[src/rtl/bsg_dmc_pkg.sv]
// Shared types for the DMC clock-divider / reset-sequencer.
//   bsg_dmc_rst_seq_state_e    : reset sequencer states
//   `BSG_DMC_CLK_DIV_CFG_S(w)  : declares the per-channel {en, div} config
//                                struct bsg_dmc_clk_div_cfg_s for a divide
//                                field of width w
//   bsg_dmc_id_width()         : width of a channel-select field

`ifndef BSG_DMC_CLK_DIV_CFG_S_MACRO
`define BSG_DMC_CLK_DIV_CFG_S_MACRO
`define BSG_DMC_CLK_DIV_CFG_S(width) \
  typedef struct packed { \
    logic               en; \
    logic [(width)-1:0] div; \
  } bsg_dmc_clk_div_cfg_s;
`endif

package bsg_dmc_pkg;

  typedef enum logic [1:0] {
    SYNC    = 2'd0,
    HOLD    = 2'd1,
    RELEASE = 2'd2,
    DONE    = 2'd3
  } bsg_dmc_rst_seq_state_e;

  // A single channel still gets a 1-bit select so the port never collapses.
  function automatic int bsg_dmc_id_width(input int num_clk);
    return (num_clk > 1) ? $clog2(num_clk) : 1;
  endfunction

endpackage

[src/rtl/bsg_dmc_clk_div_chan.sv]
// One divided-clock channel: down counter, active and shadow {en,div},
// pending flag and the logic that applies a shadow update only at a
// period boundary.
//   clk_i, async_reset_n_i : clock and async active-low reset
//   run_i                  : divider allowed to run (sequencer out of SYNC)
//   start_i                : one-cycle pulse on the edge leaving SYNC
//   cfg_we_i               : accepted config for this channel
//   cfg_en_i, cfg_div_i    : config payload
//   clk_o                  : registered divided clock
//   pending_o              : a shadow update is waiting to be applied

module bsg_dmc_clk_div_chan #(
  parameter int width_p       = 4,
  parameter int default_div_p = 0
) (
  input  logic               clk_i,
  input  logic               async_reset_n_i,
  input  logic               run_i,
  input  logic               start_i,
  input  logic               cfg_we_i,
  input  logic               cfg_en_i,
  input  logic [width_p-1:0] cfg_div_i,
  output logic               clk_o,
  output logic               pending_o
);

  `BSG_DMC_CLK_DIV_CFG_S(width_p)

  localparam logic [width_p-1:0] default_div_lp = width_p'(default_div_p);

  bsg_dmc_clk_div_cfg_s active_q, active_d;
  bsg_dmc_clk_div_cfg_s shadow_q, shadow_d;
  logic [width_p-1:0]   cnt_q, cnt_d;
  logic                 clk_q, clk_d;
  logic                 pend_q, pend_d;

  always_comb begin
    active_d = active_q;
    shadow_d = shadow_q;
    cnt_d    = cnt_q;
    clk_d    = clk_q;
    pend_d   = pend_q;

    if (start_i) begin
      // Preload so the first rise lands d+1 edges after the sequencer starts.
      clk_d = 1'b0;
      cnt_d = active_q.en ? active_q.div : '0;
    end else if (!run_i) begin
      clk_d = 1'b0;
      cnt_d = '0;
    end else if (!active_q.en) begin
      clk_d = 1'b0;
      cnt_d = '0;
      if (pend_q) begin
        active_d = shadow_q;
        pend_d   = 1'b0;
        cnt_d    = shadow_q.en ? shadow_q.div : '0;
      end
    end else if (cnt_q == '0) begin
      clk_d = ~clk_q;
      cnt_d = active_q.div;
      // Only swap ratios on the falling edge: the high phase just ended at
      // full length and the new low phase starts fresh at the new length.
      if (clk_q && pend_q) begin
        active_d = shadow_q;
        pend_d   = 1'b0;
        cnt_d    = shadow_q.en ? shadow_q.div : '0;
      end
    end else begin
      cnt_d = cnt_q - 1'b1;
    end

    // Ready is low while pending, so this never races the apply above.
    if (cfg_we_i) begin
      shadow_d.en  = cfg_en_i;
      shadow_d.div = cfg_div_i;
      pend_d       = 1'b1;
    end
  end

  always_ff @(posedge clk_i or negedge async_reset_n_i) begin
    if (!async_reset_n_i) begin
      active_q <= '{en: 1'b1, div: default_div_lp};
      shadow_q <= '{en: 1'b1, div: default_div_lp};
      cnt_q    <= '0;
      clk_q    <= 1'b0;
      pend_q   <= 1'b0;
    end else begin
      active_q <= active_d;
      shadow_q <= shadow_d;
      cnt_q    <= cnt_d;
      clk_q    <= clk_d;
      pend_q   <= pend_d;
    end
  end

  assign clk_o     = clk_q;
  assign pending_o = pend_q;

endmodule

[src/rtl/bsg_dmc_multi_clk_div_rst_seq.sv]
// Multi-channel clock divider with post-reset hold and staggered per-channel
// reset release. Runtime ratio changes arrive through a valid/ready port and
// are applied glitch-free at period boundaries.
//   clk_i, async_reset_n_i : 2x DFI clock, async active-low reset
//   cfg_v_i / cfg_ready_o  : config handshake
//   cfg_id_i               : target channel (out-of-range ids are dropped)
//   cfg_en_i, cfg_div_i    : enable and divide value (period 2*(d+1))
//   clk_o                  : divided clocks
//   reset_o                : active-high per-channel resets
//   locked_o               : all resets released
//
// state   | meaning
// --------+-----------------------------------------------------------
// SYNC    | waiting for the reset synchroniser; divided clocks held low
// HOLD    | clocks running, every reset still asserted
// RELEASE | resets dropping one channel every rst_stagger_p cycles
// DONE    | all resets released, locked_o high until next async reset

module bsg_dmc_multi_clk_div_rst_seq
  import bsg_dmc_pkg::*;
#(
  parameter int num_clk_p         = 2,
  parameter int width_p           = 4,
  parameter int default_div_p     = 0,
  parameter int rst_hold_cycles_p = 16,
  parameter int rst_stagger_p     = 4
) (
  input  logic                                   clk_i,
  input  logic                                   async_reset_n_i,
  input  logic                                   cfg_v_i,
  input  logic [bsg_dmc_id_width(num_clk_p)-1:0] cfg_id_i,
  input  logic                                   cfg_en_i,
  input  logic [width_p-1:0]                     cfg_div_i,
  output logic                                   cfg_ready_o,
  output logic [num_clk_p-1:0]                   clk_o,
  output logic [num_clk_p-1:0]                   reset_o,
  output logic                                   locked_o
);

  localparam int id_w_lp  = bsg_dmc_id_width(num_clk_p);
  localparam int seq_w_lp = $clog2(rst_hold_cycles_p + num_clk_p*rst_stagger_p + 1);

  // The sequence counter runs down from here to 0; reset_o[k] drops when it
  // reads (num_clk_p-1-k)*rst_stagger_p, so channel 0 drops exactly
  // rst_hold_cycles_p cycles after HOLD entry and the last one at 0.
  localparam logic [seq_w_lp-1:0] seq_load_lp =
    seq_w_lp'(rst_hold_cycles_p - 1 + (num_clk_p - 1)*rst_stagger_p);
  localparam logic [seq_w_lp-1:0] seq_rel_lp =
    seq_w_lp'((num_clk_p - 1)*rst_stagger_p);

  bsg_dmc_rst_seq_state_e state_q, state_d;
  logic [seq_w_lp-1:0]    seq_cnt_q, seq_cnt_d;
  logic                   sync1_q, sync2_q;
  logic [num_clk_p-1:0]   reset_q, reset_d;
  logic                   locked_q, locked_d;
  logic                   seq_start;
  logic [num_clk_p-1:0]   pending;
  logic [num_clk_p-1:0]   chan_we;
  logic                   sel_pending;

  always_ff @(posedge clk_i or negedge async_reset_n_i) begin
    if (!async_reset_n_i) begin
      sync1_q <= 1'b0;
      sync2_q <= 1'b0;
    end else begin
      sync1_q <= 1'b1;
      sync2_q <= sync1_q;
    end
  end

  // Leaves SYNC on the same edge sync2_q rises, so sync2_q doubles as
  // "state != SYNC" for the channels and the ready logic.
  always_comb begin
    state_d   = state_q;
    seq_cnt_d = seq_cnt_q;
    seq_start = 1'b0;
    unique case (state_q)
      SYNC: begin
        if (sync1_q) begin
          state_d   = HOLD;
          seq_cnt_d = seq_load_lp;
          seq_start = 1'b1;
        end
      end
      HOLD, RELEASE: begin
        if (seq_cnt_q == '0) begin
          state_d = DONE;
        end else begin
          seq_cnt_d = seq_cnt_q - 1'b1;
          if (state_q == HOLD && seq_cnt_q == seq_rel_lp) begin
            state_d = RELEASE;
          end
        end
      end
      DONE: begin
        state_d = DONE;
      end
      default: begin
        state_d = SYNC;
      end
    endcase
  end

  always_comb begin
    reset_d = reset_q;
    for (int k = 0; k < num_clk_p; k++) begin
      if ((state_q == HOLD || state_q == RELEASE) &&
          seq_cnt_q == seq_w_lp'((num_clk_p - 1 - k)*rst_stagger_p)) begin
        reset_d[k] = 1'b0;
      end
    end
    locked_d = (state_d == DONE);
  end

  always_ff @(posedge clk_i or negedge async_reset_n_i) begin
    if (!async_reset_n_i) begin
      state_q   <= SYNC;
      seq_cnt_q <= '0;
      reset_q   <= '1;
      locked_q  <= 1'b0;
    end else begin
      state_q   <= state_d;
      seq_cnt_q <= seq_cnt_d;
      reset_q   <= reset_d;
      locked_q  <= locked_d;
    end
  end

  // An id with no matching channel selects no pending bit, so it reads ready
  // and its write enable matches nothing: the transfer is silently dropped.
  always_comb begin
    sel_pending = 1'b0;
    for (int k = 0; k < num_clk_p; k++) begin
      if (cfg_id_i == id_w_lp'(k)) begin
        sel_pending = pending[k];
      end
    end
  end

  assign cfg_ready_o = sync2_q & ~sel_pending;

  always_comb begin
    chan_we = '0;
    for (int k = 0; k < num_clk_p; k++) begin
      chan_we[k] = cfg_v_i & cfg_ready_o & (cfg_id_i == id_w_lp'(k));
    end
  end

  for (genvar k = 0; k < num_clk_p; k++) begin : g_chan
    bsg_dmc_clk_div_chan #(
      .width_p      (width_p),
      .default_div_p(default_div_p)
    ) u_chan (
      .clk_i          (clk_i),
      .async_reset_n_i(async_reset_n_i),
      .run_i          (sync2_q),
      .start_i        (seq_start),
      .cfg_we_i       (chan_we[k]),
      .cfg_en_i       (cfg_en_i),
      .cfg_div_i      (cfg_div_i),
      .clk_o          (clk_o[k]),
      .pending_o      (pending[k])
    );
  end

  assign reset_o  = reset_q;
  assign locked_o = locked_q;

endmodule

[config.mk]
export PLATFORM = sky130hd
export DESIGN_NAME = bsg_dmc_multi_clk_div_rst_seq
export DESIGN_NICKNAME = d
export VERILOG_FILES = /design/src/rtl/bsg_dmc_pkg.sv /design/src/rtl/bsg_dmc_clk_div_chan.sv /design/src/rtl/bsg_dmc_multi_clk_div_rst_seq.sv
export SDC_FILE = /design/constraint.sdc
export NUM_CORES = 1
export LEC_CHECK = 0
export CAP_MARGIN = 40
export CELL_PAD_IN_SITES_DETAIL_PLACEMENT = 0
export CELL_PAD_IN_SITES_GLOBAL_PLACEMENT = 1
export CORE_MARGIN = 5
export CORE_UTILIZATION = 47
export CTS_CLUSTER_SIZE = 20
export DETAILED_ROUTE_END_ITERATION = 16
export PLACE_DENSITY = 0.88
export REMOVE_ABC_BUFFERS = 1
export SLEW_MARGIN = 10
export SYNTH_ARGS = -nofsm -noshare
export SYNTH_HDL_FRONTEND = slang
export SYNTH_SLANG_ARGS = --single-unit
[constraint.sdc]
create_clock -name clk_i -period 1.9 [get_ports clk_i]
set_input_delay 0.57 -clock clk_i [delete_from_list [all_inputs] [get_ports clk_i]]
set_output_delay 0.57 -clock clk_i [all_outputs]
set_load 0.03 [all_outputs]
After elaboration in Yosys (flattened, before gate mapping)
Index checks and enable logic that the tools add are counted.
{"block": "word_totals", "mem_count": 0, "ramBits": 0, "latch_bits": 0, "wordCells": 128, "in_bits": 9, "out_inout_bits": 6, "reg_bits": 44, "mem_bits_ro": 0}
{"block": "classes", "reduce_logical": 22, "addsub": 3, "multipliers": 0, "shift": 0, "muxes": 54, "bitwise_logic": 9, "n_lt_le_gt_ge": 0, "n_div": 0, "n_eq_ne": 19}
{"cell": "4-bit 2-to-1 mux", "count": 16}
{"cell": "5-bit 2-to-1 mux", "count": 10}
{"cell": "1-bit 2-to-1 mux", "count": 23}
{"cell": "2-bit != test, second input constant", "count": 7}
{"cell": "3-bit by 2-bit != test with 1-bit output, second input constant", "count": 4}
{"cell": "5-bit case mux with 2 select lines", "count": 1}
{"cell": "5-bit AND reduction", "count": 2}
{"cell": "2-bit nonzero test", "count": 5}
{"cell": "4-bit logical NOT", "count": 2}
{"cell": "4-bit AND reduction", "count": 2}
{"cell": "4-bit by 1-bit subtractor with 4-bit output, second input constant", "count": 2}
{"cell": "2-bit equality test, second input constant", "count": 3}
{"cell": "2-bit 2-to-1 mux", "count": 3}
{"cell": "2-bit case mux with 3 select lines", "count": 1}
{"cell": "5-bit by 3-bit equality test with 1-bit output, second input constant", "count": 1}
{"cell": "1-bit logical AND", "count": 5}
{"cell": "5-bit logical NOT", "count": 1}
{"cell": "1-bit NOT", "count": 5}
{"cell": "5-bit by 1-bit subtractor with 5-bit output, second input constant", "count": 1}
{"cell": "1-bit AND", "count": 4}
{"cell": "4-bit by 3-bit != test with 1-bit output, second input constant", "count": 1}
{"cell": "4-bit != test, second input constant", "count": 1}
{"cell": "3-bit AND reduction", "count": 1}
{"cell": "2-bit by 1-bit equality test with 1-bit output, second input constant", "count": 1}
{"cell": "other kinds (5)", "count": 5}

Logic depth before layout (Yosys ltp)
Gate-level depths: netlist (run 1).
{"block": "logic_depth", "depth_word": 7, "depth_mapped": 8, "mapped_depth_nobuf": 6}

Modules after synthesis
Synthesis (run 1) repeated with hierarchy kept, for this count alone.
{"block": "unflattened", "hier_cells": 232, "area_unflattened_um2": 2531.2}
{"mod": "bsg_dmc_clk_div_chan", "area_per_inst_um2": 893.4, "n_inst": 2, "cells_each": 80, "seq_area_each_um2": 402.9}
{"mod": "bsg_dmc_multi_clk_div_rst_seq", "area_per_inst_um2": 744.5, "n_inst": 1, "cells_each": 72, "seq_area_each_um2": 302.8}

Worst setup path after synthesis (run 1)
Ideal clock, no wire load.
{"block": "synth_timing", "kind": "input port to flip-flop", "start": "in cfg_id_i", "end": "reg g_chan[1].u_chan.shadow_q[0] (netlist name)", "path_slack_ns": 0.139, "path_buffers": 0, "t_required_ns": 1.775, "setup_ns": 0.125, "cell_stages": 4, "arrival_time_ns": 1.636, "path_cell_list": "mux2i_1 and2_1 nand3_1 mux2_2"}
{"block": "synth_between", "elab_chain_cells": 5}
{"element": "start, declared", "line": "bsg_dmc_multi_clk_div_rst_seq.sv:31", "rtl": "input logic [bsg_dmc_id_width(num_clk_p)-1:0] cfg_id_i,"}
{"element": "1-bit 2-to-1 mux", "line": "bsg_dmc_multi_clk_div_rst_seq.sv:134", "rtl": "if (cfg_id_i == id_w_lp'(k)) begin"}
{"element": "1-bit NOT", "line": "bsg_dmc_multi_clk_div_rst_seq.sv:140", "rtl": "assign cfg_ready_o = sync2_q & ~sel_pending;"}
{"element": "1-bit AND", "line": "bsg_dmc_multi_clk_div_rst_seq.sv:140"}
{"element": "named net cfg_ready_o", "line": "bsg_dmc_multi_clk_div_rst_seq.sv:34", "rtl": "output logic cfg_ready_o,"}
{"element": "1-bit AND (2 in a row)", "line": "bsg_dmc_multi_clk_div_rst_seq.sv:145", "rtl": "chan_we[k] = cfg_v_i & cfg_ready_o & (cfg_id_i == id_w_lp'(k));"}
{"element": "end signal, assigned", "line": "bsg_dmc_clk_div_chan.sv:90", "rtl": "shadow_q <= shadow_d;"}
{"element": "end, declared", "line": "bsg_dmc_clk_div_chan.sv:32", "rtl": "bsg_dmc_clk_div_cfg_s shadow_q, shadow_d;"}
The timed path passes the listed nets, and every way through them passes these cells.
A chain may end at the register's enable or synchronous reset.

Worst setup path after layout (run 1)
{"block": "layout_timing", "start": "reg g_chan[0].u_chan.pend_q", "end": "out cfg_ready_o"}
{"block": "layout_between", "elab_chain_cells": 3}
{"element": "start, declared", "line": "bsg_dmc_clk_div_chan.sv:35", "rtl": "logic pend_q, pend_d;"}
{"element": "start signal, assigned", "line": "bsg_dmc_clk_div_chan.sv:93", "rtl": "pend_q <= pend_d;"}
{"element": "1-bit 2-to-1 mux", "line": "bsg_dmc_multi_clk_div_rst_seq.sv:134"}
{"element": "1-bit NOT", "line": "bsg_dmc_multi_clk_div_rst_seq.sv:140"}
{"element": "1-bit AND", "line": "bsg_dmc_multi_clk_div_rst_seq.sv:140"}
{"element": "end, declared", "line": "bsg_dmc_multi_clk_div_rst_seq.sv:34"}
No other way between the ends.

==> results of run 1 <==
==> registers in the layout (all words and copies together) (netlist names) <==
name / cells
g_chan.u_chan.active_q: 10
g_chan.u_chan.shadow_q: 10
g_chan.u_chan.cnt_q: 8
seq_cnt_q: 5
g_chan.u_chan.clk_o: 2
g_chan.u_chan.pending_o: 2
reset_o: 2
state_q: 2
locked_o: 1
sync1_q: 1
sync2_q: 1
==> final cells by class <==
class | count | share of cell area, %
multi-input combinational | 155 | 42.8
sequential | 44 | 39.8
timing repair buffer | 29 | 9.11
tap | 67 | 3.01
clock buffer | 6 | 2.96
inverter | 14 | 1.88
clock inverter | 2 | 0.359
==> cells in the mapped netlist, types with 3 or more instances <==
cell | number | share of area (%)
sky130_fd_sc_hd__mux2_2 | 19 | 9.0
sky130_fd_sc_hd__o21ai_0 | 8 | 1.7
sky130_fd_sc_hd__o221ai_1 | 3 | 1.1
sky130_fd_sc_hd__and3_1 | 3 | 0.79
sky130_fd_sc_hd__nor2_1 | 15 | 2.4
sky130_fd_sc_hd__buf_2 | 4 | 0.84
sky130_fd_sc_hd__xor2_1 | 5 | 1.8
sky130_fd_sc_hd__a21o_1 | 4 | 1.3
sky130_fd_sc_hd__dfrtp_1 | 38 | 40
sky130_fd_sc_hd__inv_1 | 14 | 2.2
sky130_fd_sc_hd__nor3_1 | 4 | 0.84
sky130_fd_sc_hd__dfstp_2 | 6 | 6.6
sky130_fd_sc_hd__ha_1 | 9 | 4.7
sky130_fd_sc_hd__nand2_1 | 15 | 2.4
sky130_fd_sc_hd__nand3_1 | 7 | 1.5
sky130_fd_sc_hd__a21oi_1 | 10 | 2.1
sky130_fd_sc_hd__nand2b_1 | 3 | 0.79
sky130_fd_sc_hd__o211ai_1 | 3 | 0.95
==> logic make-up (layout without fill, tap and decap cells) <==
kind of cell               count (synthesis)  in the layout  share of synthesized area, %
AOI/OAI and AO/OA                         51             51                          15.9
xor gates and xnor gates                   7              7                          2.58
adders and majority gates                  9              9                          4.73
buffers and inverters                     22             51                          4.00
DFF                                       44             44                          46.6
muxes                                     21             21                          9.84
other                                      1              1                         0.158
and+or+nand+nor                           66             66                          16.1
==> power by group through the flow <==
stage / Sequential, mW / Combinational, mW / Clock (mW)
after floorplan: 1.70 / 1.36 / 0
after global placement: 1.75 / 1.87 / 0
after detailed placement: 1.77 / 1.94 / 0
after CTS: 1.76 / 1.96 / 0.621
after global routing: 1.84 / 2.19 / 0.670
final: 1.77 / 1.98 / 0.616
==> how the worst max path moves through the flow <==
stage               slack (ns)                                  endpoint  cells after the start
finish                    0.05                               cfg_ready_o                      3
global route            0.0002                               cfg_ready_o                      3
CTS                     0.0009                                  locked_o                      1
detailed placement       -0.33                               cfg_ready_o                      4
global placement         -0.33                               cfg_ready_o                      4
floorplan                 0.14  g_chan[1].u_chan.shadow_q[0]$_DFFE_PN0P_                      4
==> layer usage <==
metal / vias to the layer above / track usage [%] / wire (microns)
li1: 850 / - / -
met1: 894 / 22.4 / 2250
met2: 35 / 28.5 / 2560
met4: 0 / 4.73 / 59
met5: - / 0 / 0
met3: 7 / 3.77 / 202
==> what timing repair did <==
action                                 CTS  global route
pin swaps                                1             1
endpoints found under the hold margin    0             0
hold buffers                             0             0
buffers inserted                         1             0
resized for setup                        9            11
setup endpoints to repair                7             8
==> impl_metrics.xml, run 1 <==
<?xml version="1.0" encoding="UTF-8"?>
<metrics>
  <group name="power_and_ir_drop">
    <metric name="vdd_ir_drop_max" unit="uV">849</metric>
    <metric name="seq_power_share" unit="%">40.5</metric>
    <metric name="report.power.total" unit="mW">4.37</metric>
    <metric name="total_switching_power" unit="mW">1.73</metric>
    <metric name="power.leakage" unit="nW">1.26</metric>
    <metric name="power.internal" unit="mW">2.64</metric>
    <metric name="power.density_cell_area" unit="nW/um^2">1570</metric>
    <metric name="share_comb_of_total_power" unit="%">45.4</metric>
    <metric name="p_clk_share" unit="%">14.1</metric>
    <metric name="swShare" unit="%">39.7</metric>
  </group>
  <group name="detailed_routing">
    <metric name="post_drt_wl_per_cell" unit="microns">16.0</metric>
    <metric name="drt_first_pass_iters" unit="">4</metric>
    <metric name="dr_total_vias" unit="">1786</metric>
    <metric name="postRouteAntennaNets" unit="">0</metric>
    <metric name="viasPerCell" unit="">5.63</metric>
    <metric name="route.final.wire_length" unit="microns">5080</metric>
    <metric name="drc_errors" unit="">0</metric>
    <metric name="drt_iter0_markers" unit="">135</metric>
  </group>
  <group name="timing">
    <metric name="timing.fmax" unit="GHz">0.540</metric>
    <metric name="timing.final.crit_period" unit="ns">1.85</metric>
    <metric name="report.final.slew_viol_count" unit="">0</metric>
    <metric name="fin_worst_skew" unit="ns">0.0125</metric>
    <metric name="setup_total_negative_slack" unit="ns">0</metric>
    <metric name="layout_setup_ws" unit="ns">0.0490</metric>
    <metric name="timing.final.crit_share" unit="%">97.4</metric>
    <metric name="whs" unit="ns">0.227</metric>
    <metric name="finalHoldViolCount" unit="">0</metric>
    <metric name="finalSetupViolations" unit="">0</metric>
    <metric name="setup_repair_after_global_routing_missed_its_margin" unit="">no</metric>
  </group>
  <group name="setup_path">
    <metric name="critPathMaxFanout" unit="">10</metric>
    <metric name="critical_path_class" unit="">register to output pin</metric>
    <metric name="worst-path-buf-inv" unit="">1</metric>
    <metric name="critical_path.startpoint_type" unit="">register</metric>
    <metric name="capture_instance_of_the_worst_register_to_register_path" unit="">g_chan[1].u_chan.cnt_q[2]$_DFF_PN0_</metric>
    <metric name="crit_path_max_incr_delay" unit="ns">0.48</metric>
    <metric name="critPathTopFamily" unit="">flip-flops</metric>
    <metric name="setup.reg_to_reg.worst_slack" unit="ns">0.09</metric>
    <metric name="crit_arrival" unit="ns">1.28</metric>
    <metric name="worst-endpoint-required" unit="ns">1.33</metric>
    <metric name="r2r.worst_path.cells" unit="">6</metric>
    <metric name="crit_path_top_delay_cell" unit="">sky130_fd_sc_hd__dfrtp_2</metric>
    <metric name="end_kind" unit="">output pin</metric>
    <metric name="worstPathCellList" unit="">mux2i_2, and2_4, buf_6</metric>
    <metric name="cp-startpoint" unit="">g_chan[0].u_chan.pending_o$_DFFE_PN0P_</metric>
    <metric name="reg2reg_from" unit="">g_chan[1].u_chan.cnt_q[0]$_DFF_PN0_</metric>
  </group>
  <group name="floorplan">
    <metric name="fp.dieArea" unit="sq um">6580</metric>
    <metric name="core-area" unit="sq um">4820</metric>
    <metric name="fp.dieH" unit="microns">81.1</metric>
    <metric name="fp.dieW" unit="microns">81.1</metric>
    <metric name="pin_count" unit="">15</metric>
    <metric name="initial_core_util" unit="%">49.4</metric>
    <metric name="core.rowCount" unit="">25</metric>
  </group>
  <group name="synth">
    <metric name="fraction_of_synthesis_flops_using_an_asynchronous_set_or_reset_pin" unit="%">100</metric>
    <metric name="register_area_share_after_synthesis" unit="%">46.6</metric>
    <metric name="synth-warning-count" unit="">0</metric>
    <metric name="synth_area_per_cell" unit="sq um">10.8</metric>
    <metric name="synthesis.instances" unit="">221</metric>
    <metric name="yosys_most_used_dff" unit="">sky130_fd_sc_hd__dfrtp_1</metric>
    <metric name="post_synthesis_instance_area" unit="sq um">2380</metric>
    <metric name="synth_edf_count" unit="">0</metric>
    <metric name="ys_seq_elements" unit="">44</metric>
    <metric name="yosys.cell_types.count" unit="">57</metric>
  </group>
  <group name="placed_design">
    <metric name="pre_cts_ws" unit="ns">-0.334</metric>
    <metric name="port_buffers" unit="">14</metric>
    <metric name="detailed_place_hpwl" unit="microns">3740</metric>
    <metric name="dpl_cell_area" unit="sq um">2670</metric>
    <metric name="dp_cells" unit="">308</metric>
    <metric name="gp_congestion" unit="">0.824</metric>
  </group>
  <group name="global_routing">
    <metric name="gr-usage-all-layers" unit="%">17.1</metric>
    <metric name="grt_pass1_vias" unit="">1780</metric>
    <metric name="wire_length_of_the_first_global_routing_pass" unit="microns">8630</metric>
    <metric name="grt_remaining_overflow" unit="">0</metric>
    <metric name="number_of_antenna_violations_at_the_first_check_in_global_routing" unit="">0</metric>
    <metric name="pin_count_of_the_biggest_net_entering_global_routing" unit="">45</metric>
  </group>
  <group name="flow_run">
    <metric name="cap_viol_max_count" unit="">0</metric>
  </group>
  <group name="final_layout">
    <metric name="antenna_fix_cells" unit="">0</metric>
    <metric name="layout_commonest_cell" unit="">sky130_fd_sc_hd__dfrtp_1</metric>
    <metric name="multi_input_comb_area" unit="sq um">1190</metric>
    <metric name="drive_above_1_share" unit="%">28.4</metric>
    <metric name="most-common-layout-cells" unit="">sky130_fd_sc_hd__dfrtp_1 (36), sky130_fd_sc_hd__mux2_2 (19), sky130_fd_sc_hd__nand2_1 (15), sky130_fd_sc_hd__nor2_1 (15), sky130_fd_sc_hd__buf_4 (14)</metric>
    <metric name="layout.nets" unit="">267</metric>
    <metric name="layout.area.seq" unit="sq um">1110</metric>
    <metric name="final_design_instance_area_without_fill" unit="sq um">2790</metric>
    <metric name="area_growth" unit="%">17.3</metric>
    <metric name="fin_cells" unit="">317</metric>
    <metric name="final_core_utilization" unit="%">57.9</metric>
    <metric name="fillers" unit="">427</metric>
  </group>
  <group name="clocking">
    <metric name="cts_tree" unit="">done</metric>
    <metric name="max_buffers_root_to_sink" unit="">2</metric>
    <metric name="tritoncts_buffer_count" unit="">5</metric>
    <metric name="worstSkewPairLatency" unit="ns">0.30</metric>
    <metric name="clkSlewWorstSetupHoldPaths" unit="ns">0.09</metric>
    <metric name="cts.root.buffer_cell" unit="">sky130_fd_sc_hd__clkbuf_8</metric>
    <metric name="numClockSinks" unit="">44</metric>
    <metric name="htree_levels" unit="">2</metric>
  </group>
  <group name="outcome">
    <metric name="outcome" unit="">completed</metric>
  </group>
  <group name="hold_path">
    <metric name="hold_path_class" unit="">primary input to async pin</metric>
  </group>
</metrics>
No activity file was read; power rests on OpenSTA's default activity.
==> inputs of run 2 (changes only) <==
==> constraint.sdc (replaced) <==
create_clock -name clk_i -period 1.9 [get_ports clk_i]
set_input_delay 0.475 -clock clk_i [delete_from_list [all_inputs] [get_ports clk_i]]
set_output_delay 0.475 -clock clk_i [all_outputs]
set_load 0.03 [all_outputs]
==> run 2 against run 1 <==
Compared with the run above: combinational power hardly changed; clock power is 3.9% lower; global-route usage is 0.72 points lower; hold slack better by 0.0091 ns; first-iteration DRC count is 5.2% lower; setup slack better by 0.0051 ns; critical path depth is 2 lower; maximum frequency is 0.27% higher; core utilization is 0.16 points lower; sequential cell count stayed put; largest power group unchanged; highest routed layer unchanged.
==> impl_metrics.xml, run 2 (same netlist as run 1, synthesis figures left out) <==
<?xml version="1.0" encoding="UTF-8"?>
<metrics>
  <group name="detailed_routing">
    <metric name="drt_iter0_markers" unit="">128</metric>
    <metric name="post_drt_wl_per_cell" unit="microns">15.4</metric>
    <metric name="route.final.wire_length" unit="microns">4870</metric>
    <metric name="dr_total_vias" unit="">1739</metric>
    <metric name="postRouteAntennaNets" unit="">0</metric>
    <metric name="viasPerCell" unit="">5.49</metric>
    <metric name="drc_errors" unit="">0</metric>
    <metric name="drt_first_pass_iters" unit="">4</metric>
  </group>
  <group name="placed_design">
    <metric name="port_buffers" unit="">14</metric>
    <metric name="gp_congestion" unit="">0.820</metric>
    <metric name="detailed_place_hpwl" unit="microns">3660</metric>
    <metric name="dpl_cell_area" unit="sq um">2650</metric>
  </group>
  <group name="power_and_ir_drop">
    <metric name="share_comb_of_total_power" unit="%">45.3</metric>
    <metric name="vdd_ir_drop_max" unit="uV">759</metric>
    <metric name="power.internal" unit="mW">2.63</metric>
    <metric name="power.leakage" unit="nW">1.23</metric>
    <metric name="power.density_cell_area" unit="nW/um^2">1560</metric>
    <metric name="p_clk_share" unit="%">13.7</metric>
    <metric name="swShare" unit="%">39.4</metric>
    <metric name="total_switching_power" unit="mW">1.71</metric>
    <metric name="seq_power_share" unit="%">41.0</metric>
  </group>
  <group name="global_routing">
    <metric name="grt_util_met1" unit="%">21.3</metric>
    <metric name="globalRouteMet3Util" unit="%">3.77</metric>
    <metric name="gr-usage-all-layers" unit="%">16.4</metric>
    <metric name="grt_pass1_vias" unit="">1701</metric>
    <metric name="wire_length_of_the_first_global_routing_pass" unit="microns">8160</metric>
    <metric name="grt_most_used_layer" unit="">met2</metric>
    <metric name="number_of_antenna_violations_at_the_first_check_in_global_routing" unit="">0</metric>
    <metric name="pin_count_of_the_biggest_net_entering_global_routing" unit="">45</metric>
    <metric name="grt.met2_usage" unit="%">27.1</metric>
    <metric name="grt_remaining_overflow" unit="">0</metric>
  </group>
  <group name="final_layout">
    <metric name="layout.area.seq" unit="sq um">1110</metric>
    <metric name="most-common-layout-cells" unit="">sky130_fd_sc_hd__dfrtp_1 (37), sky130_fd_sc_hd__mux2_2 (19), sky130_fd_sc_hd__nand2_1 (15), sky130_fd_sc_hd__nor2_1 (15), sky130_fd_sc_hd__buf_4 (14)</metric>
    <metric name="layout_top_registers" unit="">g_chan.u_chan.active_q: 10 flops, g_chan.u_chan.shadow_q: 10 flops, g_chan.u_chan.cnt_q: 8 flops</metric>
    <metric name="antenna_fix_cells" unit="">0</metric>
    <metric name="drive_above_1_share" unit="%">26.8</metric>
    <metric name="layout.nets" unit="">267</metric>
    <metric name="final_core_utilization" unit="%">57.7</metric>
    <metric name="fillers" unit="">427</metric>
    <metric name="area_growth" unit="%">16.9</metric>
    <metric name="layout_commonest_cell" unit="">sky130_fd_sc_hd__dfrtp_1</metric>
    <metric name="final_design_instance_area_without_fill" unit="sq um">2780</metric>
    <metric name="multi_input_comb_area" unit="sq um">1190</metric>
  </group>
  <group name="clocking">
    <metric name="cts.root.buffer_cell" unit="">sky130_fd_sc_hd__clkbuf_8</metric>
    <metric name="numClockSinks" unit="">44</metric>
    <metric name="cts_tree" unit="">done</metric>
    <metric name="htree_levels" unit="">2</metric>
    <metric name="clkSlewWorstSetupHoldPaths" unit="ns">0.09</metric>
    <metric name="tritoncts_buffer_count" unit="">5</metric>
    <metric name="max_buffers_root_to_sink" unit="">2</metric>
    <metric name="worstSkewPairLatency" unit="ns">0.30</metric>
  </group>
  <group name="timing">
    <metric name="finalSetupViolations" unit="">0</metric>
    <metric name="report.final.slew_viol_count" unit="">0</metric>
    <metric name="slew_headroom" unit="%">64.1</metric>
    <metric name="finalHoldViolCount" unit="">0</metric>
    <metric name="timing.fmax" unit="GHz">0.542</metric>
    <metric name="timing.final.crit_period" unit="ns">1.85</metric>
    <metric name="fin_worst_skew" unit="ns">0.00484</metric>
    <metric name="setup_total_negative_slack" unit="ns">0</metric>
    <metric name="tightestPinTransition" unit="ns">0.538</metric>
    <metric name="setup_repair_after_global_routing_missed_its_margin" unit="">no</metric>
    <metric name="timing.final.crit_share" unit="%">97.2</metric>
  </group>
  <group name="setup_path">
    <metric name="critical_path_cell_count" unit="">1</metric>
    <metric name="r2r.worst_path.cells" unit="">6</metric>
    <metric name="end_kind" unit="">output pin</metric>
    <metric name="worst-endpoint-required" unit="ns">1.42</metric>
    <metric name="worst-path-buf-inv" unit="">1</metric>
    <metric name="crit_path_max_incr_delay" unit="ns">0.68</metric>
    <metric name="worstPathCellList" unit="">clkdlybuf4s50_1</metric>
    <metric name="critical_path.startpoint_type" unit="">register</metric>
    <metric name="reg2reg_from" unit="">g_chan[1].u_chan.cnt_q[0]$_DFF_PN0_</metric>
    <metric name="crit_path_top_delay_cell" unit="">sky130_fd_sc_hd__clkdlybuf4s50_1</metric>
    <metric name="setup.reg_to_reg.worst_slack" unit="ns">0.09</metric>
    <metric name="critPathMaxFanout" unit="">3</metric>
    <metric name="critical_path_class" unit="">register to output pin</metric>
    <metric name="cp-startpoint" unit="">g_chan[1].u_chan.clk_o$_DFFE_PN0P_</metric>
    <metric name="crit_arrival" unit="ns">1.37</metric>
    <metric name="critPathTopFamily" unit="">buffers and inverters</metric>
    <metric name="capture_instance_of_the_worst_register_to_register_path" unit="">g_chan[1].u_chan.cnt_q[2]$_DFF_PN0_</metric>
  </group>
  <group name="floorplan">
    <metric name="fp.dieArea" unit="sq um">6580</metric>
    <metric name="fp.dieW" unit="microns">81.1</metric>
    <metric name="core.rowCount" unit="">25</metric>
    <metric name="core-area" unit="sq um">4820</metric>
    <metric name="initial_core_util" unit="%">49.4</metric>
    <metric name="pin_count" unit="">15</metric>
    <metric name="fp.dieH" unit="microns">81.1</metric>
  </group>
  <group name="hold_path">
    <metric name="hold_path_class" unit="">primary input to async pin</metric>
  </group>
  <group name="outcome">
    <metric name="outcome" unit="">completed</metric>
  </group>
  <group name="flow_run">
    <metric name="cap_viol_max_count" unit="">0</metric>
  </group>
</metrics>
==> run 2: power groups by stage <==
stage,Clock [mW],Combinational [mW],Sequential (mW)
finish,0.592,1.97,1.78
global route,0.649,2.17,1.85
CTS,0.611,1.91,1.77
detailed placement,0,1.88,1.79
global placement,0,1.84,1.77
floorplan,0,1.36,1.70
==> run 2: stage by stage <==
stage	hold slack, ns	worst slack (ns)	total power [mW]	std cells
after detailed placement	0.434	-0.195	3.67	305
after CTS	0.251	0.0271	4.29	314
after global routing	0.293	0.00256	4.67	317
after global placement	0.432	-0.155	3.61	305
after floorplan	0.179	0.171	3.06	213
final	0.236	0.0540	4.34	317
==> run 2: worst max path at each step <==
stage	to	slack [ns]
global placement	g_chan[1].u_chan.shadow_q[2]$_DFFE_PN0P_	-0.15
CTS	g_chan[1].u_chan.active_q[0]$_DFFE_PN0P_	0.03
detailed placement	g_chan[1].u_chan.shadow_q[2]$_DFFE_PN0P_	-0.19
finish	clk_o[1]	0.05
floorplan	g_chan[0].u_chan.active_q[0]$_DFFE_PN0P_	0.17
global route	g_chan[1].u_chan.cnt_q[2]$_DFF_PN0_	0.003
==> run 2: layout make-up <==
cell class                      instances  share of cell area, %
Multi-Input combinational cell        155                   42.6
Sequential cell                        44                   39.9
Timing Repair Buffer                   29                   9.22
Tap cell                               67                   3.01
Clock buffer                            5                   2.47
Inverter                               14                   1.89
Clock inverter                          3                  0.855
==> run 2: what timing repair did <==
item | CTS | global route
pin swaps | 1 | 0
resized for setup | 6 | 6
hold buffers | 0 | 0
setup endpoints to repair | 4 | 12
buffers inserted | 1 | 3
gates cloned | 0 | 0
==> run 2: routing by layer <==
layer	vias up	part of all wire, %
met1	864	47
li1	848	-
met3	6	3.0
met2	21	49
met4	0	1.3
met5	-	0
==> inputs of run 3 (changes only) <==
Settings changed: PLACE_DENSITY 0.88 to 0.82.
==> run 3 against run 2 <==
Compared with the run above: clock skew rose by 0.00092 ns; sequential cell count did not move; sequential power barely moved; count of clock-buffer cells in the layout did not move; combinational power barely moved; setup slack improved by 0.018 ns; non-clock buffer count rose by 3; largest cell class unchanged; critical path type is now register to register; design area rose by 3.1%; global-route usage rose by 0.17 points; hold slack got worse by 0.12 ns; die area did not move; highest routed layer unchanged; critical path depth rose by 6.
==> impl_metrics.xml, run 3 (same netlist as run 1, synthesis figures left out) <==
<?xml version="1.0" encoding="UTF-8"?>
<metrics>
  <group name="setup_path">
    <metric name="worst-endpoint-required" unit="ns">2.13</metric>
    <metric name="critPathMaxFanout" unit="">4</metric>
    <metric name="capture_instance_of_the_worst_register_to_register_path" unit="">g_chan[1].u_chan.cnt_q[0]$_DFF_PN0_</metric>
    <metric name="end_kind" unit="">register</metric>
    <metric name="critical_path.startpoint_type" unit="">register</metric>
    <metric name="r2r.worst_path.cells" unit="">7</metric>
    <metric name="crit_path_max_incr_delay" unit="ns">0.49</metric>
    <metric name="worstPathCellList" unit="">inv_1, ha_1, nor3b_4, buf_4, and2_2, or4_1, o211ai_2</metric>
    <metric name="crit_arrival" unit="ns">2.05</metric>
    <metric name="crit_path_top_delay_cell" unit="">sky130_fd_sc_hd__or4_1</metric>
    <metric name="worstSetupEndpoint" unit="">g_chan[1].u_chan.cnt_q[0]$_DFF_PN0_</metric>
    <metric name="cp-startpoint" unit="">g_chan[1].u_chan.cnt_q[0]$_DFF_PN0_</metric>
    <metric name="setup.reg_to_reg.worst_slack" unit="ns">0.07</metric>
    <metric name="reg2reg_from" unit="">g_chan[1].u_chan.cnt_q[0]$_DFF_PN0_</metric>
    <metric name="critical_path_class" unit="">register to register</metric>
  </group>
  <group name="power_and_ir_drop">
    <metric name="power.leakage" unit="nW">1.30</metric>
    <metric name="share_comb_of_total_power" unit="%">41.3</metric>
    <metric name="power.density_cell_area" unit="nW/um^2">1640</metric>
    <metric name="swShare" unit="%">35.9</metric>
    <metric name="total_switching_power" unit="mW">1.69</metric>
    <metric name="vdd_ir_drop_max" unit="uV">807</metric>
    <metric name="power.internal" unit="mW">3.01</metric>
    <metric name="seq_power_share" unit="%">37.8</metric>
    <metric name="p_clk_share" unit="%">20.9</metric>
  </group>
  <group name="timing">
    <metric name="timing.fmax" unit="GHz">0.547</metric>
    <metric name="timing.final.crit_share" unit="%">96.2</metric>
    <metric name="finalSetupViolations" unit="">0</metric>
    <metric name="timing.final.crit_period" unit="ns">1.83</metric>
    <metric name="layout_setup_ws" unit="ns">0.0719</metric>
    <metric name="fin_worst_skew" unit="ns">0.00576</metric>
    <metric name="setup_repair_after_global_routing_missed_its_margin" unit="">no</metric>
    <metric name="report.final.slew_viol_count" unit="">0</metric>
    <metric name="finalHoldViolCount" unit="">0</metric>
  </group>
  <group name="flow_run">
    <metric name="cap_viol_max_count" unit="">0</metric>
  </group>
  <group name="detailed_routing">
    <metric name="drt_iter0_markers" unit="">122</metric>
    <metric name="route.final.wire_length" unit="microns">4790</metric>
    <metric name="viasPerCell" unit="">5.50</metric>
    <metric name="drt_first_pass_iters" unit="">4</metric>
    <metric name="postRouteAntennaNets" unit="">0</metric>
    <metric name="drc_errors" unit="">0</metric>
    <metric name="dr_total_vias" unit="">1761</metric>
    <metric name="post_drt_wl_per_cell" unit="microns">15.0</metric>
  </group>
  <group name="floorplan">
    <metric name="initial_core_util" unit="%">49.4</metric>
    <metric name="core.rowCount" unit="">25</metric>
    <metric name="fp.dieW" unit="microns">81.1</metric>
    <metric name="fp.dieH" unit="microns">81.1</metric>
    <metric name="core-area" unit="sq um">4820</metric>
    <metric name="pin_count" unit="">15</metric>
    <metric name="fp.dieArea" unit="sq um">6580</metric>
  </group>
  <group name="clocking">
    <metric name="numClockSinks" unit="">44</metric>
    <metric name="worstSkewPairLatency" unit="ns">0.30</metric>
    <metric name="max_buffers_root_to_sink" unit="">2</metric>
    <metric name="tritoncts_buffer_count" unit="">5</metric>
    <metric name="htree_levels" unit="">2</metric>
    <metric name="clkSlewWorstSetupHoldPaths" unit="ns">0.08</metric>
    <metric name="cts_tree" unit="">done</metric>
    <metric name="cts.root.buffer_cell" unit="">sky130_fd_sc_hd__clkbuf_8</metric>
  </group>
  <group name="final_layout">
    <metric name="drive_above_1_share" unit="%">26.5</metric>
    <metric name="most-common-layout-cells" unit="">sky130_fd_sc_hd__dfrtp_1 (36), sky130_fd_sc_hd__mux2_2 (19), sky130_fd_sc_hd__buf_4 (17)</metric>
    <metric name="layout_commonest_cell" unit="">sky130_fd_sc_hd__dfrtp_1</metric>
    <metric name="layout_top_registers" unit="">g_chan.u_chan.active_q: 10 flops, g_chan.u_chan.shadow_q: 10 flops, g_chan.u_chan.cnt_q: 8 flops</metric>
    <metric name="final_core_utilization" unit="%">59.5</metric>
    <metric name="area_growth" unit="%">20.5</metric>
    <metric name="layout.nets" unit="">270</metric>
    <metric name="antenna_fix_cells" unit="">0</metric>
  </group>
  <group name="placed_design">
    <metric name="gp_congestion" unit="">0.789</metric>
    <metric name="port_buffers" unit="">14</metric>
    <metric name="pre_cts_ws" unit="ns">-0.205</metric>
    <metric name="detailed_place_hpwl" unit="microns">3560</metric>
  </group>
  <group name="global_routing">
    <metric name="wire_length_of_the_first_global_routing_pass" unit="microns">8260</metric>
    <metric name="pin_count_of_the_biggest_net_entering_global_routing" unit="">26</metric>
    <metric name="gr-usage-all-layers" unit="%">16.5</metric>
    <metric name="grt_pass1_vias" unit="">1772</metric>
    <metric name="number_of_antenna_violations_at_the_first_check_in_global_routing" unit="">0</metric>
    <metric name="grt_remaining_overflow" unit="">0</metric>
  </group>
  <group name="outcome">
    <metric name="outcome" unit="">completed</metric>
  </group>
  <group name="hold_path">
    <metric name="hold_path_class" unit="">primary input to async pin</metric>
  </group>
</metrics>
==> run 3: area by class of cell <==
type	count	area (sq um)
clock buffer	5	68.8
clock inverter	3	90.1
fill	436	1950
inverter	14	52.6
multi-input combinational	155	1180
sequential	44	1110
tap	67	83.8
timing repair buffer	32	282
==> run 3: worst min path at each step <==
stage	startpoint	end	slack, ns	cells past startpoint
3_3_place_gp	reset_o[0]$_DFFE_PN1P_	reset_o[0]$_DFFE_PN1P_	0.43	2
4_1_cts	async_reset_n_i	g_chan[0].u_chan.cnt_q[3]$_DFF_PN0_	0.14	1
2_1_floorplan	async_reset_n_i	g_chan[0].u_chan.active_q[0]$_DFFE_PN0P_	0.18	0
6_report	async_reset_n_i	g_chan[0].u_chan.cnt_q[3]$_DFF_PN0_	0.12	1
5_1_grt	async_reset_n_i	g_chan[0].u_chan.cnt_q[3]$_DFF_PN0_	0.16	1
3_5_place_dp	reset_o[0]$_DFFE_PN1P_	reset_o[0]$_DFFE_PN1P_	0.44	2
==> run 3: metrics by stage <==
step	cell area (sq um)	hold slack, ns	std cells	power [mW]	setup TNS [ns]
6_report	2870	0.120	320	4.70	0
5_1_grt	2870	0.159	320	5.03	0
4_1_cts	2840	0.141	318	4.67	0
3_5_place_dp	2660	0.441	306	3.62	-1.58
3_3_place_gp	2660	0.431	306	3.60	-0.991
2_1_floorplan	2340	0.179	213	3.06	0
==> run 3: timing repair <==
action | CTS | global route
endpoints found under the setup margin | 4 | 13
setup buffers | 4 | 2
gates resized for setup | 5 | 5
cloned | 0 | 0
hold buffers | 0 | 0
pin swaps | 1 | 0
==> run 3: worst max-delay path: cells and delay by family (launching register included) <==
family	cells	cell delay (ns)
adders and majority gates	1	0.24
AOI/OAI and AO/OA	1	0.09
buffers and inverters	2	0.21
DFF	1	0.37
and+or+nand+nor	3	0.84
==> run 3: power by group through the flow <==
stage	combinational [mW]	clock [mW]	sequential, mW
6_report	1.94	0.983	1.77
5_1_grt	2.14	1.05	1.84
4_1_cts	1.90	1.01	1.77
3_5_place_dp	1.83	0	1.79
3_3_place_gp	1.81	0	1.79
2_1_floorplan	1.36	0	1.70
==> run 3: layer usage <==
metal / GRT usage (%) / routed length [microns] / part of all wire [%]
met1: 21.8 / 2240 / 47
met2: 26.8 / 2270 / 47
met3: 2.88 / 183 / 3.8
met4: 7.09 / 104 / 2.2
met5: 0 / 0 / 0
==> variant, RTL diff (flow settings as in run 1) <==
The 4 states of `bsg_dmc_rst_seq_state_e` get a one-hot encoding in 4 bits.
--- a/src/rtl/bsg_dmc_pkg.sv
+++ b/src/rtl/bsg_dmc_pkg.sv
@@ -18,7 +18,7 @@
 
-  typedef enum logic [1:0] {
-    SYNC    = 2'd0,
-    HOLD    = 2'd1,
-    RELEASE = 2'd2,
-    DONE    = 2'd3
+  typedef enum logic [3:0] {
+    SYNC    = 4'b0001,
+    HOLD    = 4'b0010,
+    RELEASE = 4'b0100,
+    DONE    = 4'b1000
   } bsg_dmc_rst_seq_state_e;
Function: same outputs for any inputs over 10 cycles, from zero or initial values and one cycle with async_reset_n_i low; not proved beyond that.
==> variant against run 1 <==
  * The flow now finishes with violations (setup timing)
  * Sequential cell count rose by 2
  * Area after synthesis is 5.7% higher
  * Final cell count rose by 9.1%
  * Power up 3.4%
  * Global-route usage decreased by 0.70 points
  * Setup slack lost 0.058 ns
  * Largest power group unchanged
  * Cell area grew 8.8%
  * Routed wire length increased by 7.4%
==> variant: results (changes against run 1) <==
run_status:
  violations: "setup timing"
  status: "complete, but fails checks"
setup_path:
  worstPathMaxFanout: 3  # -7
  cp-startpoint: "g_chan[0].u_chan.cnt_q[1]"
  critPathSlowestCell: "dfrtp_1"
  cpPeakStageDelay_ns: 0.40  # -0.08 ns
  cp_data_arrival_time_ns: 2.10  # +0.82 ns
  r2r_cells: 7  # +1
  path_delay_family: "simple AND/OR/NAND/NOR gates"
  critPathCapture: "g_chan[0].u_chan.active_q[2]"
global_routing:
  grt_pass1_wl_um: 9360  # +8.5%
  grt_pass1_vias: 1986  # +12%
  track_usage_pct: 16.4  # -0.70 points
  grt_start_max_net_pins: 33  # -27%
finish:
  drive_gt1_share_pct: 31.5  # +3.1 points
  area_growth_syn_to_layout_pct: 20.7
  nFillCells: 437  # +2.3%
routing:
  viasPerCell: 5.63  # about the same
  drt_iter0_drc: 134  # -0.74%
  wire_per_inst_um: 15.8  # -1.6%
hold_path:
  hold_class: "primary input to async pin"
sta:
  skew_ns: 0.00851  # -0.00403 ns
  worst_slew_margin_rel_pct: 66.5
  finalSetupViolations: 2  # +2
  fin_ws_ns: -0.00904  # -0.0580 ns
  holdWs_ns: 0.181  # -0.0463 ns
power:
  ir_worst_vdd_uv: 600  # -29%
  switching_share_pct: 37.2  # -2.5 points
  power_leakage_nw: 1.37  # +9.1%
yosys:
  seq_area_frac_synth_pct: 46.1  # -0.46 points
  synth_commonest_cells: "dfrtp_1, nand3_1, nand2_1"
  ys_types: 60  # +5.3%
  synthTopCellsByArea: "dfrtp_1, dfstp_2, mux2_2"
  async_reset_ff_share_pct: 100  # unchanged
placement:
  dpl.hpwl_um: 3860  # +3.2%
clock_network:
  htreeDepth: 2  # unchanged
==> variant: worst min-delay path by stage <==
stage / startpoint / to
5_1_grt: async_reset_n_i / seq_cnt_q[1]
3_3_place_gp: reset_o[0] / reset_o[0]
6_report: async_reset_n_i / g_chan[0].u_chan.cnt_q[0]
3_5_place_dp: reset_o[0] / reset_o[0]
2_1_floorplan: async_reset_n_i / g_chan[0].u_chan.active_q[0]
4_1_cts: async_reset_n_i / seq_cnt_q[0]
==> variant: logic make-up (layout without fill, tap and decap cells) <==
family	Yosys count	after routing	share of synthesized area, %
AO/OA/AOI/OAI	43	43	13.9
XOR/XNOR	6	6	2.09
adder cells (fa/ha/maj)	6	6	2.99
buffers and inverters	25	66	5.33
flip-flops	46	46	46.1
multiplexers	19	19	9.06
other	1	1	0.149
AND/OR/NAND/NOR	89	89	20.4
==> variant: power by group through the flow <==
| stage | sequential, W | combinational, W | clock [W] |
|---|---|---|---|
| finish | 0.00172 | 0.00222 | 0.000577 |
| global placement | 0.00172 | 0.00203 | 0 |
| global route | 0.00178 | 0.00245 | 0.000634 |
| detailed placement | 0.00172 | 0.00207 | 0 |
| CTS | 0.00171 | 0.00213 | 0.000603 |
| floorplan | 0.00177 | 0.00125 | 0 |
==> variant: final cells by class <==
type	count	share of cell area [%]
flip-flops and latches	46	38.2
repair buffers	47	13.3
multi-input cells	164	41.6
inverters	11	1.36
clock buffers	8	2.64
well taps	70	2.89
==> variant: per-layer routing <==
metal | vias to the layer above | global-route usage, % | part of all wire [%]
li1 | 930 | - | -
met1 | 967 | 20.8 | 44
met2 | 39 | 28.1 | 51
met3 | 12 | 3.27 | 3.2
met4 | 0 | 4.90 | 1.9
met5 | - | 0 | 0
==> variant: worst reg2reg max path: cells and delay by family (launching register included) <==
family / cells / cell delay, ns
compound gates: 1 / 0.16
fa+ha+maj: 1 / 0.13
buf+inv: 2 / 0.20
flops: 1 / 0.40
mux: 1 / 0.29
simple gates: 2 / 0.61
==> variant: per-stage QoR <==
step	setup TNS, ns	std cells	setup slack (ns)	power (W)
finish	-0.0141	346	-0.00904	0.00452
global placement	-1.93	333	-0.258	0.00374
CTS	0	343	0.000996	0.00444
floorplan	-0.0237	221	-0.00593	0.00302
global route	-0.168	346	-0.0464	0.00486
detailed placement	-2.83	333	-0.291	0.00379
==> variant: what timing repair did <==
item                       in CTS  in global routing
resized for setup               9                 13
setup endpoints to repair       7                 13
setup buffers                   2                  3
pin swaps                       1                  3
